==> config.mk <==
export PLATFORM = sky130hd
export DESIGN_NAME = trn_tx_arb_n
export DESIGN_NICKNAME = d
export VERILOG_FILES = /design/src/rtl/trn_arb_pkg.sv /design/src/rtl/rr_pick.sv /design/src/rtl/trn_tx_arb_n.sv
export SDC_FILE = /design/constraint.sdc
export NUM_CORES = 1
export LEC_CHECK = 0
export BUFFER_PORTS_ARGS = -buffer_cell sky130_fd_sc_hd__buf_2
export CORE_AREA = 5 5 118 120
export CTS_BUF_LIST = sky130_fd_sc_hd__clkbuf_2 sky130_fd_sc_hd__clkbuf_4 sky130_fd_sc_hd__clkbuf_8
export DETAILED_ROUTE_END_ITERATION = 12
export DIE_AREA = 0 0 123 125
export PLACE_DENSITY = 0.56
export SETUP_SLACK_MARGIN = 0.2
export SLEW_MARGIN = 40
export SYNTH_ARGS = -nofsm -noshare
export SYNTH_HDL_FRONTEND = slang
export SYNTH_HIERARCHICAL = 1
export SYNTH_SLANG_ARGS = --single-unit
==> constraint.sdc <==
create_clock -name clk -period 3.6 [get_ports clk]
set_clock_uncertainty 0.2 [all_clocks]
set_input_delay 0.54 -clock clk [delete_from_list [all_inputs] [get_ports clk]]
set_output_delay 0.54 -clock clk [all_outputs]
set_load 0.005 [all_outputs]
==> src/rtl/trn_arb_pkg.sv <==
// rtl/trn_arb_pkg.sv - shared state encoding, arbitration modes and TRN idle pattern
package trn_arb_pkg;

    typedef enum logic [2:0] {
        ST_IDLE  = 3'd0,
        ST_UPREQ = 3'd1,
        ST_GRANT = 3'd2,
        ST_DRIVE = 3'd3,
        ST_REL   = 3'd4
    } arb_state_e;

    localparam int ARB_FIXED = 0;
    localparam int ARB_RR    = 1;

    // TRN idle pattern: data zero, rem all ones, active-low controls deasserted
    localparam logic TRN_TD_IDLE_BIT   = 1'b0;
    localparam logic TRN_TREM_IDLE_BIT = 1'b1;
    localparam logic TRN_CTL_IDLE_N    = 1'b1;

endpackage

==> src/rtl/rr_pick.sv <==
// rtl/rr_pick.sv - first set request at or after a pointer, wrapping modulo NREQ
module rr_pick #(
    parameter int NREQ = 3,
    parameter int PW   = 2
) (
    input  logic [NREQ-1:0] req_i,
    input  logic [PW-1:0]   ptr_i,
    output logic [NREQ-1:0] onehot_o,
    output logic [PW-1:0]   idx_o
);

    int rank;
    int best_rank;

    // Rank each requester by its distance from the pointer; the smallest set rank wins
    always_comb begin
        onehot_o  = '0;
        idx_o     = '0;
        rank      = 0;
        best_rank = NREQ;
        for (int j = 0; j < NREQ; j++) begin
            rank = j - int'(ptr_i);
            if (rank < 0) begin
                rank = rank + NREQ;
            end
            if (req_i[j] && (rank < best_rank)) begin
                best_rank   = rank;
                onehot_o    = '0;
                onehot_o[j] = 1'b1;
                idx_o       = PW'(j);
            end
        end
    end

endmodule

==> src/rtl/trn_tx_arb_n.sv <==
// rtl/trn_tx_arb_n.sv - NREQ-way TRN tx arbiter with upstream chaining, grant mux and watchdog
module trn_tx_arb_n
    import trn_arb_pkg::*;
#(
    parameter int NREQ     = 3,
    parameter int DW       = 64,
    parameter int RW       = 8,
    parameter int ARB_MODE = 1,
    parameter int UPSTREAM = 1,
    parameter int GNT_TO   = 64,
    parameter int TOW      = 7
) (
    input  logic              clk,
    input  logic              rst,
    input  logic [NREQ-1:0]   req_reqep,
    input  logic [NREQ-1:0]   req_drvn,
    output logic [NREQ-1:0]   req_trn,
    input  logic [NREQ*DW-1:0] in_trn_td,
    input  logic [NREQ*RW-1:0] in_trn_trem_n,
    input  logic [NREQ-1:0]   in_trn_tsof_n,
    input  logic [NREQ-1:0]   in_trn_teof_n,
    input  logic [NREQ-1:0]   in_trn_tsrc_rdy_n,
    output logic [DW-1:0]     trn_td,
    output logic [RW-1:0]     trn_trem_n,
    output logic              trn_tsof_n,
    output logic              trn_teof_n,
    output logic              trn_tsrc_rdy_n,
    input  logic              chn_trn,
    output logic              chn_drvn,
    output logic              chn_reqep,
    output logic              gnt_timeout
);

    localparam int PW = $clog2(NREQ);
    localparam logic [TOW-1:0] WD_LAST = TOW'(GNT_TO - 1);

    arb_state_e      state_q;
    logic [PW-1:0]   sel_q;
    logic [NREQ-1:0] sel_oh_q;
    logic [PW-1:0]   rr_ptr_q;
    logic [TOW-1:0]  wd_q;
    logic [NREQ-1:0] req_trn_q;
    logic            chn_drvn_q;
    logic            chn_reqep_q;
    logic            gnt_timeout_q;

    logic [PW-1:0]   pick_ptr_d;
    logic [PW-1:0]   pick_idx_d;
    logic [NREQ-1:0] pick_oh_d;
    logic            sel_req_d;
    logic            sel_drv_d;
    logic            up_lost_d;
    logic            mux_en_d;

    // Fixed priority is round-robin with the pointer pinned at requester 0
    assign pick_ptr_d = (ARB_MODE == ARB_RR) ? rr_ptr_q : '0;

    rr_pick #(
        .NREQ (NREQ),
        .PW   (PW)
    ) u_pick (
        .req_i    (req_reqep),
        .ptr_i    (pick_ptr_d),
        .onehot_o (pick_oh_d),
        .idx_o    (pick_idx_d)
    );

    // Only the selected requester's handshake lines matter; others are masked off
    assign sel_req_d = |(req_reqep & sel_oh_q);
    assign sel_drv_d = |(req_drvn & sel_oh_q);
    assign up_lost_d = (UPSTREAM != 0) && !chn_trn;

    // Arbitration FSM with registered grant, chain and watchdog outputs
    always_ff @(posedge clk) begin
        if (rst) begin
            state_q       <= ST_IDLE;
            sel_q         <= '0;
            sel_oh_q      <= '0;
            rr_ptr_q      <= '0;
            wd_q          <= '0;
            req_trn_q     <= '0;
            chn_drvn_q    <= 1'b0;
            chn_reqep_q   <= 1'b0;
            gnt_timeout_q <= 1'b0;
        end else begin
            gnt_timeout_q <= 1'b0;
            case (state_q)
                ST_IDLE: begin
                    if (|req_reqep) begin
                        sel_q       <= pick_idx_d;
                        sel_oh_q    <= pick_oh_d;
                        chn_reqep_q <= 1'b1;
                        if (UPSTREAM != 0) begin
                            state_q <= ST_UPREQ;
                        end else begin
                            state_q    <= ST_GRANT;
                            req_trn_q  <= pick_oh_d;
                            chn_drvn_q <= 1'b1;
                        end
                    end
                end
                ST_UPREQ: begin
                    if (!sel_req_d) begin
                        state_q     <= ST_IDLE;
                        chn_reqep_q <= 1'b0;
                    end else if (chn_trn) begin
                        state_q    <= ST_GRANT;
                        req_trn_q  <= sel_oh_q;
                        chn_drvn_q <= 1'b1;
                    end
                end
                ST_GRANT: begin
                    // drvn beats a same-cycle watchdog expiry
                    if (sel_drv_d) begin
                        state_q     <= ST_DRIVE;
                        chn_reqep_q <= 1'b0;
                    end else if (wd_q == WD_LAST) begin
                        state_q       <= ST_REL;
                        gnt_timeout_q <= 1'b1;
                        req_trn_q     <= '0;
                        chn_drvn_q    <= 1'b0;
                        chn_reqep_q   <= 1'b0;
                    end else if (up_lost_d || !sel_req_d) begin
                        state_q     <= ST_REL;
                        req_trn_q   <= '0;
                        chn_drvn_q  <= 1'b0;
                        chn_reqep_q <= 1'b0;
                    end else begin
                        wd_q <= wd_q + 1'b1;
                    end
                end
                ST_DRIVE: begin
                    // Upstream loss is ignored here so an in-flight TLP always completes
                    if (!sel_drv_d) begin
                        state_q    <= ST_REL;
                        req_trn_q  <= '0;
                        chn_drvn_q <= 1'b0;
                    end
                end
                ST_REL: begin
                    wd_q    <= '0;
                    state_q <= ST_IDLE;
                    if (ARB_MODE == ARB_RR) begin
                        rr_ptr_q <= (sel_q == PW'(NREQ - 1)) ? '0 : sel_q + 1'b1;
                    end
                end
                default: begin
                    state_q <= ST_IDLE;
                end
            endcase
        end
    end

    assign req_trn     = req_trn_q;
    assign chn_drvn    = chn_drvn_q;
    assign chn_reqep   = (UPSTREAM != 0) ? chn_reqep_q : 1'b0;
    assign gnt_timeout = gnt_timeout_q;

    assign mux_en_d = (state_q == ST_GRANT) || (state_q == ST_DRIVE);

    // Grant-selected TRN mux; shows the idle pattern whenever nobody holds the bus
    always_comb begin
        trn_td         = {DW{TRN_TD_IDLE_BIT}};
        trn_trem_n     = {RW{TRN_TREM_IDLE_BIT}};
        trn_tsof_n     = TRN_CTL_IDLE_N;
        trn_teof_n     = TRN_CTL_IDLE_N;
        trn_tsrc_rdy_n = TRN_CTL_IDLE_N;
        for (int j = 0; j < NREQ; j++) begin
            if (mux_en_d && sel_oh_q[j]) begin
                trn_td         = in_trn_td[j*DW +: DW];
                trn_trem_n     = in_trn_trem_n[j*RW +: RW];
                trn_tsof_n     = in_trn_tsof_n[j];
                trn_teof_n     = in_trn_teof_n[j];
                trn_tsrc_rdy_n = in_trn_tsrc_rdy_n[j];
            end
        end
    end

endmodule
Word level (Yosys, flattened, before mapping):

Cells that the tools add are included.

* input port bits: 234
* output and inout bits: 81
* register bits after elaboration: 23

* multiplexer cells: 57
* bitwise operators: 3
* reduce and logical (&&, ||, !) cells: 23
* equality and inequality tests: 17
* magnitude comparators: 6
* $add $sub $neg: 8

Operators by type and width (count)
* 64-bit two-way mux: 3
* 32-bit two-way mux: 5
* 32-bit by 3-bit adder with 32-bit output (second input constant): 3
* 32-bit by 1-bit less-than comparator with 1-bit output (second input constant): 3
* 32-bit less-than comparator: 2
* 3-bit two-way mux: 14
* 32-bit by 3-bit less-than comparator with 1-bit output (second input constant): 1
* 8-bit two-way mux: 3
* 1-bit two-way mux: 21
* 7-bit two-way mux: 3
* 2-bit != test (second input constant): 8
* 7-bit case mux with 2 select lines: 1
* 3-bit case mux with 4 select lines: 1
* 4-bit AND reduction: 3
* 3-bit case mux with 3 select lines: 1
* 3-bit OR reduction: 3
* 7-bit by 1-bit adder with 7-bit output (second input constant): 1
* 7-bit by 6-bit == test with 1-bit output (second input constant): 1
* 3-bit bitwise AND: 2
* 3-bit by 2-bit == test with 1-bit output (second input constant): 2
* 1-bit logical AND: 6
* 2-bit two-way mux: 3
* 3-bit != test (second input constant): 2
* 1-bit case mux with 3 select lines: 2
* 16 further kinds: 20

Logic depth before layout (Yosys ltp):

Gate-level depths: netlist of run 1.

* depth after elaboration: 12
* depth in mapped cells: 16
* gate-level depth less buffers: 15

By module:

The synthesis of run 1 kept the hierarchy.

Modules (own cells, without submodules)
* trn_tx_arb_n: times used 1, cells each 396, area each 2516.2 um2
* rr_pick: times used 1, cells each 50, area each 420.4 um2

Least setup slack after synthesis of run 1:

No wires, ideal clock.

* kind: reg-to-reg
* start point: register rr_ptr_q[1], in the netlist pick_ptr_d[1]
* end point: register sel_oh_q[1]
* arrival: 2908 ps
* clock period less this slack: 3236 ps
* stages on the path, launching flop included: 17
* setup slack: 364 ps
* buffers on the path: 1
* cell sequence: dfxtp_1 > inv_1 > ha_1 > nor2b_1 > ha_1 > o21a_1 > o31ai_4 > nand4_2 > mux2_4 > ha_1 > nand2_1 > nand4b_1 > a31o_1 > and3_1 > buf_4 > mux2i_1 > nor2_1

* word-level cells in the longest chain between the ends: 12
* elaborated cells on any way between the ends: 22
* those cells by class: 6 x add/sub; 6 x order compare; 7 x mux; 3 x reduce/logical

Ends and longest elaborated chain
* start, declared: RTL line trn_tx_arb_n.sv:40 `logic [PW-1:0] rr_ptr_q;`
* start signal, assigned: RTL line trn_tx_arb_n.sv:144 `rr_ptr_q <= (sel_q == PW'(NREQ - 1)) ? '0 : sel_q + 1'b1;`
* 1-bit by 2-bit subtractor with 3-bit output: RTL line rr_pick.sv:22 `rank = j - int'(ptr_i);`
* 32-bit by 3-bit adder with 32-bit output / 32-bit by 1-bit less-than comparator with 1-bit output (equally long branches): RTL line rr_pick.sv:24, rr_pick.sv:23
* 32-bit two-way mux: RTL line rr_pick.sv:23 `if (rank < 0) begin`
* 32-bit by 3-bit less-than comparator with 1-bit output: RTL line rr_pick.sv:26 `if (req_i[j] && (rank < best_rank)) begin`
* 1-bit logical AND: RTL line rr_pick.sv:26
* 32-bit two-way mux: RTL line rr_pick.sv:26
* 32-bit less-than comparator: RTL line rr_pick.sv:26
* 1-bit logical AND: RTL line rr_pick.sv:26
* 32-bit two-way mux: RTL line rr_pick.sv:26
* 32-bit less-than comparator: RTL line rr_pick.sv:26
* 1-bit logical AND: RTL line rr_pick.sv:26
* 3-bit two-way mux (*): RTL line rr_pick.sv:26
* net pick_oh_d[1]: RTL line trn_tx_arb_n.sv:49 `logic [NREQ-1:0] pick_oh_d;`
* end signal, assigned: RTL line trn_tx_arb_n.sv:91 `sel_oh_q <= pick_oh_d;`
* end, declared: RTL line trn_tx_arb_n.sv:39 `logic [NREQ-1:0] sel_oh_q;`

The timed path passes the listed nets; every way through them passes the cells marked *.
A chain may end at the register's enable or synchronous reset.

Final worst setup path of run 1:

* start point: register rr_ptr_q[1], in the netlist pick_ptr_d[1]
* end point: register sel_oh_q[0]

The elaborated chain is that of the path after synthesis.

==> results of run 1 <==
through the flow:
step	utilization	setup WS (ns)	hold WS (ns)	power (W)	instances
floorplan	-	0.364	0.211	0.000346	446
global placement	0.360	0.259	0.233	0.000492	900
detailed placement	0.360	0.195	0.235	0.000494	900
CTS	0.364	0.263	0.244	0.000661	904
global route	0.368	0.134	0.285	0.000696	908
finish	0.368	0.353	0.241	0.000653	908
cells in the mapped netlist, drive strengths merged, types with 3 or more instances:
master	number	area share
nor3	5	0.0085
nand3	7	0.012
o21ai	80	0.14
nand2b	6	0.013
nor4	6	0.013
nor2	9	0.012
clkbuf	34	0.043
buf	10	0.017
o22ai	11	0.023
nand2	92	0.12
a21oi	7	0.012
or3	3	0.0064
inv	9	0.012
ha	13	0.055
o31ai	3	0.012
and3	3	0.0064
nand3b	3	0.0077
nor2b	7	0.017
dfxtp	23	0.16
nor3b	3	0.0077
mux2i	12	0.041
and2	4	0.0085
a22oi	65	0.17
final cells by class:
type,count,area share
multi-input cells,371,0.488
repair buffers,323,0.349
well taps,176,0.0465
flip-flops and latches,23,0.0983
clock inverters,1,0.00106
diodes,2,0.00106
inverters,9,0.00714
clock buffers,3,0.00872
kinds of logic (layout without fill, tap and decap cells):
| family | after synthesis | in the layout |
|---|---|---|
| multiplexers | 13 | 13 |
| flip-flops | 23 | 23 |
| AND/OR/NAND/NOR | 160 | 161 |
| buffers and inverters | 53 | 336 |
| adder cells (fa/ha/maj) | 13 | 13 |
| AO/OA/AOI/OAI | 183 | 183 |
| other | 1 | 3 |
power breakdown:
part | switching, W | leakage [nW] | internal [W]
Clock | 0.0000860 | 0.0255 | 0.0000773
Combinational | 0.0000889 | 1.99 | 0.000129
Sequential | 0.0000113 | 0.188 | 0.000261
Total | 0.000186 | 2.21 | 0.000467
per-layer routing:
metal	wire, microns	up-vias	global-route usage
li1	-	2229	-
met1	7230	1936	0.265
met2	7690	190	0.315
met3	2870	4	0.133
met4	50	0	0.0137
met5	0	-	0
what timing repair did:
item                                    in CTS  in global routing
pin swaps                                    0                  2
gates cloned                                 0                  1
gates resized for setup                      1                  8
buffers inserted                             0                  1
endpoints found under the setup margin       1                 37
hold endpoints to repair                     0                  0
registers in the layout, summed over array words and instances (netlist names):
signal	count
chn_drvn	1
gnt_timeout	1
wd_q	7
state_q	3
pick_ptr_d	2
sel_oh_q	3
sel_q	2
req_trn	3
chn_reqep	1
worst max-delay path, delay by kind of cell (launching register included):
family / cells / cell delay, ns
simple gates: 5 / 0.51
buf+inv: 1 / 0.11
compound gates: 4 / 0.75
fa+ha+maj: 3 / 0.72
flops: 1 / 0.39
mux: 2 / 0.45
path summary, 6_finish.rpt:
path	startpoint	end
worst max-delay path	pick_ptr_d[1]$_SDFFE_PP0P_	sel_oh_q[0]$_SDFFE_PP0P_
worst min-delay path	wd_q[6]$_SDFFE_PP0P_	wd_q[6]$_SDFFE_PP0P_
worst max register to register	pick_ptr_d[1]$_SDFFE_PP0P_	sel_oh_q[0]$_SDFFE_PP0P_
worst min register to register	wd_q[6]$_SDFFE_PP0P_	wd_q[6]$_SDFFE_PP0P_
placed cells by master (no fill, tap or decap), drive strengths merged, types with 3 or more instances in the layout:
cell	netlist	routed
buf	10	323
nand2b	6	6
nand2	92	92
nor3	5	5
nor3b	3	3
clkbuf	34	3
nor4	6	6
o22ai	11	11
or3	3	3
nand3b	3	3
a22oi	65	65
a21oi	7	7
mux2i	12	12
nor2	9	9
o31ai	3	3
nor2b	7	7
dfxtp	23	23
o21ai	80	80
and2	4	5
nand3	7	7
inv	9	9
ha	13	13
and3	3	3
==> flow_summary.yaml, run 1 <==
synthesis:
  synthSimpleGateAreaFrac: 0.265
  synth-main-ff-cell: "dfxtp_1"
  synth-edff-count: 0
  async_flop_share: 0
  synth_top_family_by_area: "compound AO/OA/AOI/OAI gates"
  synth_seq_area_share: 0.157
  synthAdderAreaFrac: 0.0554
  ys_types: 54
  synth.area.mux_share: 0.0460
  synth_area_per_cell_sq_um: 6.58
  yosysWarnings: 6
  synth_compound_area_frac: 0.403
  netlist_area_sq_um: 2940
  synth_nets: 693
  yosys.area_share.xor_xnor: 0
  netlist_instances: 446
  ys_ff_latch: 23
cells_and_area:
  design_area_sq_um: 4730
  nets: 978
  final_layout_size_suffix_gt1_frac: 0.474
  regArea_sq_um: 465
  multi_input_area_sq_um: 2310
  fillers: 1476
  area_delta_synth_final_pct: 61.2
drt:
  via_per_inst: 4.80
  vias: 4359
  wl_per_cell_microns: 19.7
  final_antenna_net_count: 0
  drt_first_pass_iters: 5
  wl_mm: 17.8
  drt_iter0_drc: 252
  drc: 0
floorplan:
  die_h_microns: 125
  core_sq_um: 12900
  die_x_microns: 123
  ioPinCount: 315
  start_util: 0.228
  dieArea_sq_um: 15400
  rows: 42
clock_network:
  clockRootBuffer: "clkbuf_8"
  cts.htree.levels: 1
  holdBufCountCts: 0
  cts_tree: "built"
  clk_pin_slew_ns: 0.09
  clock_path_buffers: 2
  cts_sinks: 23
  clock_latency_ns: 0.27
  cts_inserted_buffers: 3
run:
  max_cap_viol_count: 0
timing:
  setup-tns-final_ns: 0
  finalSetupViolations: 0
  hold_viol: 0
  tightest_slew_ns: 0.698
  finalCritPeriodShare: 0.902
  fmax_mhz: 308
  period_needed_ns: 3.25
  rsz0062_at_grt: "yes"
  slew_headroom: 0.523
  slew_violations: 0
worst_setup_path:
  critPathArrivalTime_ns: 3.20
  cp_common_cell: "ha_1"
  end_kind: "register"
  path_max_fanout: 7
  ff2ff_setup_slack_ns: 0.35
  cp_data_required_time_ns: 3.55
  slowest_delay_ns: 0.39
  cp-start-kind: "register"
  ff2ff_path_depth: 15
  cp_slowest_cell: "dfxtp_4"
  crit_chain: "inv_1, ha_4, nor2b_2, ha_1, o21a_1, o31ai_4, nand4_2, mux2_4, ha_1, nand2_1, nand4b_1, a31o_1, o211a_1, mux2i_1, nor2_1"
  critical_path_class: "register to register"
global_routing:
  grt_use_total: 0.209
  grt_pass1_wl_mm: 24.7
  grt-ovfl-total: 0
  grt_max_degree: 79
  antenna_found_initial: 2
  grt_pass1_vias: 4152
pwr:
  pwr_density_cell_nw_per_um2: 138
  power_leakage_nw: 2.21
  ir_drop_mv: 0.147
worst_hold_path:
  holdPathStages: 2
  hold_class: "register to register"
place:
  portBuffers: 314
  hpwl_mm: 15.1
  place_congestion: 0.871
  placed_cell_area_sq_um: 4640
run_status:
  status: "finished, final reports clean"
Note: power is estimated with default switching activity, not from simulation.
==> run 2, diff against run 1 <==
- CELL_PAD_IN_SITES_DETAIL_PLACEMENT: unset -> 0
- CELL_PAD_IN_SITES_GLOBAL_PLACEMENT: unset -> 1
- CORE_AREA: 5 5 118 120 -> unset
- CORE_MARGIN: unset -> 5
- CORE_UTILIZATION: unset -> 22
- DIE_AREA: 0 0 123 125 -> unset
- PLACE_DENSITY: 0.56 -> 0.82
==> flow_summary.yaml, run 2 (synthesis gave the netlist of run 1 again) <==
clock_network:
  cts_inserted_buffers: 3
  clk_pin_slew_ns: 0.08
  clock_path_buffers: 2
  cts_sinks: 23
  clock_latency_ns: 0.27
  cts_tree: "built"
  cts.htree.levels: 1
  clockRootBuffer: "clkbuf_8"
worst_setup_path:
  slowest_delay_ns: 0.39
  r2r_start: "pick_ptr_d[1]$_SDFFE_PP0P_"
  cp_data_required_time_ns: 3.55
  critical_path_class: "register to register"
  cp-start-kind: "register"
  cp_common_cell: "ha_1"
  cp_slowest_cell: "dfxtp_4"
  critPathArrivalTime_ns: 3.14
  path_max_fanout: 7
  crit_chain: "inv_1, ha_2, nor2b_2, ha_1, o21a_1, o31ai_4, and4_2, nand2_1, ha_1, nor4b_2, o21ai_1, and3_1, o211a_1, mux2i_1, nor2_1"
  end_kind: "register"
  startpoint: "pick_ptr_d[1]$_SDFFE_PP0P_"
drt:
  final_antenna_net_count: 0
  drc: 0
  wl_per_cell_microns: 19.8
  wl_mm: 18.0
  drt_first_pass_iters: 5
  via_per_inst: 4.82
  drt_iter0_drc: 418
  vias: 4398
place:
  place_congestion: 0.911
  hpwl_mm: 15.3
  portBuffers: 314
run:
  max_cap_viol_count: 0
floorplan:
  dieArea_sq_um: 15800
  rows: 42
  core_sq_um: 13200
  start_util: 0.223
  ioPinCount: 315
  die_x_microns: 126
  die_h_microns: 126
global_routing:
  grt_pass1_vias: 4306
  grt_pass1_wl_mm: 26.0
  grt-ovfl-total: 0
  grt_use_total: 0.211
  antenna_found_initial: 0
  grt_use_met3: 0.135
  grt_max_degree: 43
  met1_usage: 0.277
  grtUsageMet2: 0.306
  grt.busiest_layer: "met2"
timing:
  tightest_slew_ns: 0.691
  period_needed_ns: 3.19
  whs_ns: 0.241
  slew_violations: 0
  finalCritPeriodShare: 0.886
  setup-tns-final_ns: 0
  hold_viol: 0
  fmax_mhz: 313
  rsz0062_at_grt: "no"
  finalSetupViolations: 0
  slew_headroom: 0.538
pwr:
  pwr_density_cell_nw_per_um2: 137
  power_leakage_nw: 2.24
  ir_drop_mv: 0.130
cells_and_area:
  regArea_sq_um: 465
  final_cell_mix: "buf_2 (314), nand2_1 (92), o21ai_0 (78)"
  final_layout_size_suffix_gt1_frac: 0.478
  multi_input_area_sq_um: 2300
  top_register: "wd_q"
  antenna_cells: 0
  fillers: 1484
  largest_reg_flops: 7
  final_common_cell: "buf_2"
  area_delta_synth_final_pct: 63.0
  nets: 984
worst_hold_path:
  hold_class: "register to register"
  min_from: "wd_q[6]$_SDFFE_PP0P_"
run_status:
  status: "finished, final reports clean"
## run 2: metrics by stage
step / area (sq um) / worst slack, ns / power, W / cells / util
after global routing: 4790 / 0.220 / 0.000702 / 912 / 0.363
final: 4790 / 0.409 / 0.000655 / 912 / 0.363
after floorplan: 2940 / 0.364 / 0.000346 / 446 / -
after detailed placement: 4700 / 0.199 / 0.000492 / 907 / 0.357
after global placement: 4700 / 0.276 / 0.000490 / 907 / 0.356
after CTS: 4750 / 0.258 / 0.000657 / 911 / 0.360
## run 2: critical path, delay by kind of cell (launching register included)
kind                       cells  cell delay (ns)
buffers and inverters          1             0.08
muxes                          1             0.12
and+or+nand+nor                6             1.00
adders and majority gates      3             0.73
DFF                            1             0.39
AOI/OAI and AO/OA              4             0.57
## run 2: area by class of cell
cell class	instances	area share
multi-input combinational	370	0.481
timing repair buffer	330	0.359
sequential	23	0.0972
tap	176	0.0460
clock buffer	3	0.00863
inverter	9	0.00706
clock inverter	1	0.00105
## run 2: final timing paths
path	depth (start not counted)	slack, ns	end
setup / recovery	15	0.41	sel_oh_q[0]$_SDFFE_PP0P_
hold / removal	2	0.24	wd_q[6]$_SDFFE_PP0P_
setup reg to reg	15	0.41	sel_oh_q[0]$_SDFFE_PP0P_
hold reg to reg	2	0.24	wd_q[6]$_SDFFE_PP0P_
## run 2: where the power goes
part           leakage [nW]  switching (W)  internal (W)
Sequential            0.188      0.0000105      0.000261
Combinational          2.03      0.0000897      0.000130
Clock                0.0255      0.0000862     0.0000773
Total                  2.24       0.000186      0.000468
## run 2: routing by layer
layer / vias up / share of wire
li1: 2241 / -
met1: 1940 / 0.42
met2: 213 / 0.41
met3: 4 / 0.16
met4: 0 / 0.0037
met5: - / 0
## run 2: what timing repair did
action,in CTS,in global routing
pin swaps,0,1
setup buffers,0,1
hold buffers,0,0
cloned,0,0
gates resized for setup,1,9
endpoints found under the setup margin,1,17
